==> src/rtl/addsub_accumulator.sv <==
// Command-driven N-bit add/subtract/load/clear accumulator with a three-state
// IDLE -> EXEC -> HOLD handshake, signed-overflow flags and a saturating command counter.
module addsub_accumulator #(
  parameter int N = 4
) (
  input  logic         clk,
  input  logic         rst,
  input  logic         in_valid,
  output logic         in_ready,
  input  logic [1:0]   op,
  input  logic [N-1:0] operand,
  input  logic         clr_sticky,
  output logic         out_valid,
  input  logic         out_ready,
  output logic [N-1:0] acc,
  output logic         c_out,
  output logic         overflow,
  output logic         ovf_sticky,
  output logic [7:0]   op_count,
  output logic [1:0]   state_dbg
);

  // Handshake: a command transfers on a rising edge where in_valid && in_ready;
  // a result transfers on a rising edge where out_valid && out_ready. Each side
  // holds its payload stable until the transfer edge.

  typedef enum logic [1:0] {
    IDLE = 2'd0,
    EXEC = 2'd1,
    HOLD = 2'd2
  } state_t;

  localparam logic [1:0] OP_ADD   = 2'b00;
  localparam logic [1:0] OP_SUB   = 2'b01;
  localparam logic [1:0] OP_LOAD  = 2'b10;
  localparam logic [1:0] OP_CLEAR = 2'b11;

  state_t       state, state_next;
  logic [1:0]   op_q;
  logic [N-1:0] operand_q;
  logic         accept;
  logic         is_sub;
  logic [N-1:0] op_b;
  logic [N:0]   sum;
  logic         arith_ovf;
  logic [N-1:0] acc_next;
  logic         c_next;
  logic         ovf_next;

  // State register
  always_ff @(posedge clk or posedge rst) begin
    if (rst) state <= IDLE;
    else     state <= state_next;
  end

  // Next-state logic
  always_comb begin
    state_next = state;
    case (state)
      IDLE:    if (in_valid) state_next = EXEC;
      EXEC:    state_next = HOLD;
      HOLD:    if (out_ready) state_next = IDLE;
      default: state_next = IDLE;
    endcase
  end

  // Output logic
  always_comb begin
    in_ready  = 1'b0;
    out_valid = 1'b0;
    state_dbg = state;
    case (state)
      IDLE:    in_ready  = 1'b1;
      HOLD:    out_valid = 1'b1;
      default: ;
    endcase
  end

  assign accept = in_valid && (state == IDLE);

  // SUB is acc + ~operand + 1, so c_out reads as "no borrow".
  assign is_sub    = (op_q == OP_SUB);
  assign op_b      = operand_q ^ {N{is_sub}};
  assign sum       = {1'b0, acc} + {1'b0, op_b} + {{N{1'b0}}, is_sub};
  assign arith_ovf = (acc[N-1] == op_b[N-1]) && (sum[N-1] != acc[N-1]);

  always_comb begin
    acc_next = '0;
    c_next   = 1'b0;
    ovf_next = 1'b0;
    case (op_q)
      OP_ADD, OP_SUB: begin
        acc_next = sum[N-1:0];
        c_next   = sum[N];
        ovf_next = arith_ovf;
      end
      OP_LOAD:  acc_next = operand_q;
      OP_CLEAR: acc_next = '0;
      default:  acc_next = '0;
    endcase
  end

  // Command capture isolates the in-flight result from later input changes.
  always_ff @(posedge clk or posedge rst) begin
    if (rst) begin
      op_q      <= OP_ADD;
      operand_q <= '0;
    end else if (accept) begin
      op_q      <= op;
      operand_q <= operand;
    end
  end

  always_ff @(posedge clk or posedge rst) begin
    if (rst) begin
      acc      <= '0;
      c_out    <= 1'b0;
      overflow <= 1'b0;
    end else if (state == EXEC) begin
      acc      <= acc_next;
      c_out    <= c_next;
      overflow <= ovf_next;
    end
  end

  // A set at the EXEC closing edge takes priority over a simultaneous clear.
  always_ff @(posedge clk or posedge rst) begin
    if (rst)                          ovf_sticky <= 1'b0;
    else if (state == EXEC && ovf_next) ovf_sticky <= 1'b1;
    else if (clr_sticky)              ovf_sticky <= 1'b0;
  end

  always_ff @(posedge clk or posedge rst) begin
    if (rst)                             op_count <= 8'd0;
    else if (accept && op_count != 8'hFF) op_count <= op_count + 8'd1;
  end

endmodule
==> config.mk <==
export PLATFORM = sky130hd
export DESIGN_NAME = addsub_accumulator
export DESIGN_NICKNAME = d
export VERILOG_FILES = /design/src/rtl/addsub_accumulator.sv
export SDC_FILE = /design/constraint.sdc
export NUM_CORES = 1
export LEC_CHECK = 0
export BUFFER_PORTS_ARGS = -buffer_cell sky130_fd_sc_hd__buf_2
export CORE_ASPECT_RATIO = 1.1
export CORE_MARGIN = 1.5
export CORE_UTILIZATION = 56
export DETAILED_ROUTE_END_ITERATION = 8
export GPL_TIMING_DRIVEN = 0
export HOLD_SLACK_MARGIN = 0.02
export MAX_ROUTING_LAYER = met4
export PLACE_DENSITY = 0.95
export SYNTH_ARGS = -nofsm -noshare
export SYNTH_HDL_FRONTEND = slang
export SYNTH_SLANG_ARGS = --single-unit
export TNS_END_PERCENT = 10
==> constraint.sdc <==
create_clock -name clk -period 4.95 [get_ports clk]
set_input_delay 0 -clock clk [delete_from_list [all_inputs] [get_ports clk]]
set_output_delay 0 -clock clk [all_outputs]
set_load 0.01 [all_outputs]
==> impl_metrics.env <==
export IMPL_wl_microns=2460
export IMPL_tns_ns=0
export IMPL_synthAdderAreaFrac_pct=5.80
export IMPL_syn_nets=130
export IMPL_hold_violations=0
export IMPL_reg2reg_to="ovf_sticky"
export IMPL_synthXorXnorAreaFrac_pct=7.25
export IMPL_dieWidth_microns=47.3
export IMPL_maxSlewHeadroom_pct=42.1
export IMPL_r2r_cells=8
export IMPL_peakVddDrop_mv=0.461
export IMPL_dieHeight_microns=51.7
export IMPL_cp_start_kind="flip-flop"
export IMPL_routabilityCongestion=0.894
export IMPL_register_area_sq_um=576
export IMPL_post_route_period_util_pct=45.9
export IMPL_ys_seq_area_share_pct=47.6
export IMPL_maxCapViolCount=0
export IMPL_worstHoldStart="in_valid"
export IMPL_io_pins=30
export IMPL_async_flop_share_pct=100
export IMPL_fin_total_pwr_uw=1000
export IMPL_syn_area_sq_mm=0.00121
export IMPL_cts_tree="built"
export IMPL_crit_fanout=10
export IMPL_synth_top_family_by_area="simple AND/OR/NAND/NOR gates"
export IMPL_clk_path_buf_depth=2
export IMPL_ant_nets=0
export IMPL_synth_seq_cells=23
export IMPL_hold_path_class="in2reg"
export IMPL_fin_worst_skew_ns=0.00152
export IMPL_gr_total_overflow=0
export IMPL_drt_initial_drc_count=17
export IMPL_whs_ns=0.213
export IMPL_grt_pass1_wl_microns=4020
export IMPL_portBuffers=29
export IMPL_core_sq_mm=0.00202
export IMPL_p_leak_uw=0.000737
export IMPL_h_tree_depth=1
export IMPL_clock_latency_ns=0.30
export IMPL_grt_pass1_vias=964
export IMPL_ys_types=30
export IMPL_area_delta_synth_final_pct=24.5
export IMPL_vias_per_cell=5.24
export IMPL_clock_sinks=23
export IMPL_design_die_area_sq_mm=0.00245
export IMPL_fp_row_count=17
export IMPL_arrival_ns=2.47
export IMPL_synth_mux_area_share_pct=9.11
export IMPL_yosysWarnings=0
export IMPL_synth_compound_area_share_pct=11.3
export IMPL_firstDrtPassIters=4
export IMPL_multiInputGateArea_sq_um=591
export IMPL_antenna_found_initial=0
export IMPL_drive_above_1_share_pct=30.8
export IMPL_holdPathEnd="state_dbg[0]"
export IMPL_synthTopCellsByCount="dfrtp_1 (23), nand2_1 (14), o21ai_0 (10)"
export IMPL_rrSetupSlack_ns=2.68
export IMPL_cts_buffers=3
export IMPL_avgSynthCellArea_sq_um=10.6
export IMPL_synthTopCellsByArea="dfrtp_1 (48%), mux2_2 (7.5%), nand2_1 (4.3%), xnor2_1 (4.3%), ha_1 (4.1%)"
export IMPL_powerDensity_mw_per_mm2=664
export IMPL_worst_pin_slew_ns=0.867
export IMPL_grt_usage_pct=23.6
export IMPL_cts_reportedPaths_clkPinSlew_ns=0.12
export IMPL_end_kind="flip-flop"
export IMPL_dp_hpwl_microns=1780
export IMPL_required_ns=5.15
export IMPL_setup_viol=0
export IMPL_r2r_start="op_q[1]"
export IMPL_initial_utilization_pct=59.8
export IMPL_synthFlopType="dfrtp_1"
export IMPL_cts_root_buf="clkbuf_4"
export IMPL_grt_max_degree=24
export IMPL_synth_most_common_cell="dfrtp_1"
export IMPL_worstSetupPathType="reg2reg"
export IMPL_netlist_top_cell_by_area="dfrtp_1"
export IMPL_netlist_area_leader_share_pct=47.6
export IMPL_rsz0062_at_grt="false"
export IMPL_dr_total_vias=965
export IMPL_synth_edff_count=0
export IMPL_worstHoldPathCells=3
export IMPL_syn_inst=114
export IMPL_num_antenna_cells=0
export IMPL_min_period_ns=2.27
export IMPL_fin_nets=173
export IMPL_utilization_pct=74.5
export IMPL_avgRoutedWirePerCell_microns=13.4
export IMPL_drc=0
export IMPL_nFillCells=163
export IMPL_slew_violations=0
export IMPL_status="complete, no violations"
export IMPL_synth_simple_area_share_pct=15.4
export IMPL_max_freq_mhz=440
export IMPL_ctsResizeCount=0
-- report_power, final --
group / internal, uW / leakage [uW] / switching [uW]
registers: 266 / 0.000289 / 81.9
logic: 266 / 0.000433 / 301
clock network: 31.4 / 0.0000150 / 53.8
-- per-layer routing --
metal  part of all wire (%)  global-route usage (%)  up-vias
met5                      0                       -        -
met3                    2.9                    4.51        4
met4                    1.1                    6.94        0
met1                     41                    26.2      467
met2                     55                    41.7       22
li1                       -                       -      472
-- placed cells by master, fill, tap and decap left out, types with 2 or more instances in the layout --
cell	count
a21oi_1	2
buf_2	30
clkbuf_1	2
clkbuf_4	3
dfrtp_1	23
dlygate4sd3_1	9
ha_1	4
inv_1	7
mux2_2	8
mux2i_1	2
nand2_1	14
nand2b_1	4
nand3_1	4
nand4_1	2
nor2_1	7
o21ai_0	10
or2_2	2
xnor2_1	6
xor2_1	4
-- worst max-delay path: stages, from the launching register on --
cell	delay, ns
dfrtp_1	0.38
buf_4	0.16
nand2b_1	0.22
xnor2_1	0.29
ha_1	0.28
o21ai_0	0.32
a32oi_4	0.10
xnor2_1	0.29
o32ai_2	0.11
-- what timing repair did --
| action | 4_1_cts | 5_1_grt |
|---|---|---|
| buffers inserted | 0 | 0 |
| hold buffers | 9 | 0 |
| hold endpoints to repair | 31 | 0 |
-- worst max-delay path by stage --
stage          startpoint  depth (start not counted)  slack [ns]    endpoint
6_report          op_q[1]                          8        2.68  ovf_sticky
3_5_place_dp      op_q[1]                          8        2.72  ovf_sticky
5_1_grt           op_q[1]                          8        2.59  ovf_sticky
3_3_place_gp      op_q[1]                          8        2.82  ovf_sticky
4_1_cts           op_q[1]                          8        2.66  ovf_sticky
2_1_floorplan     op_q[1]                          8        2.91  ovf_sticky
-- stage by stage --
| stage | std cells | area, sq um | worst slack (ns) |
|---|---|---|---|
| final | 184 | 1510 | 2.68 |
| after global routing | 184 | 1510 | 2.59 |
| after CTS | 184 | 1510 | 2.66 |
| after detailed placement | 171 | 1390 | 2.72 |
| after global placement | 171 | 1390 | 2.82 |
| after floorplan | 114 | 1210 | 2.91 |
-- sequential cells by signal (all words and copies together) (netlist names) --
signal / count
c_out: 1
operand_q: 4
ovf_sticky: 1
op_q: 2
state_dbg: 2
op_count: 8
acc: 4
overflow: 1
-- final cells by class --
cell class / count / share of cell area [%]
inverter: 7 / 1.75
clock buffer: 4 / 1.75
timing repair buffer: 38 / 15.6
tap: 28 / 2.33
buffer: 3 / 1.08
multi-input combinational: 81 / 39.2
sequential: 23 / 38.2
-- cells by family (layout without fill, tap and decap cells) --
family,Yosys count,count (layout)
muxes,10,10
buffers and inverters,10,52
AOI/OAI and AO/OA,18,18
adders and majority gates,5,5
xor gates and xnor gates,10,10
and+or+nand+nor,38,38
DFF,23,23
Note: power is estimated with default switching activity, not from simulation.
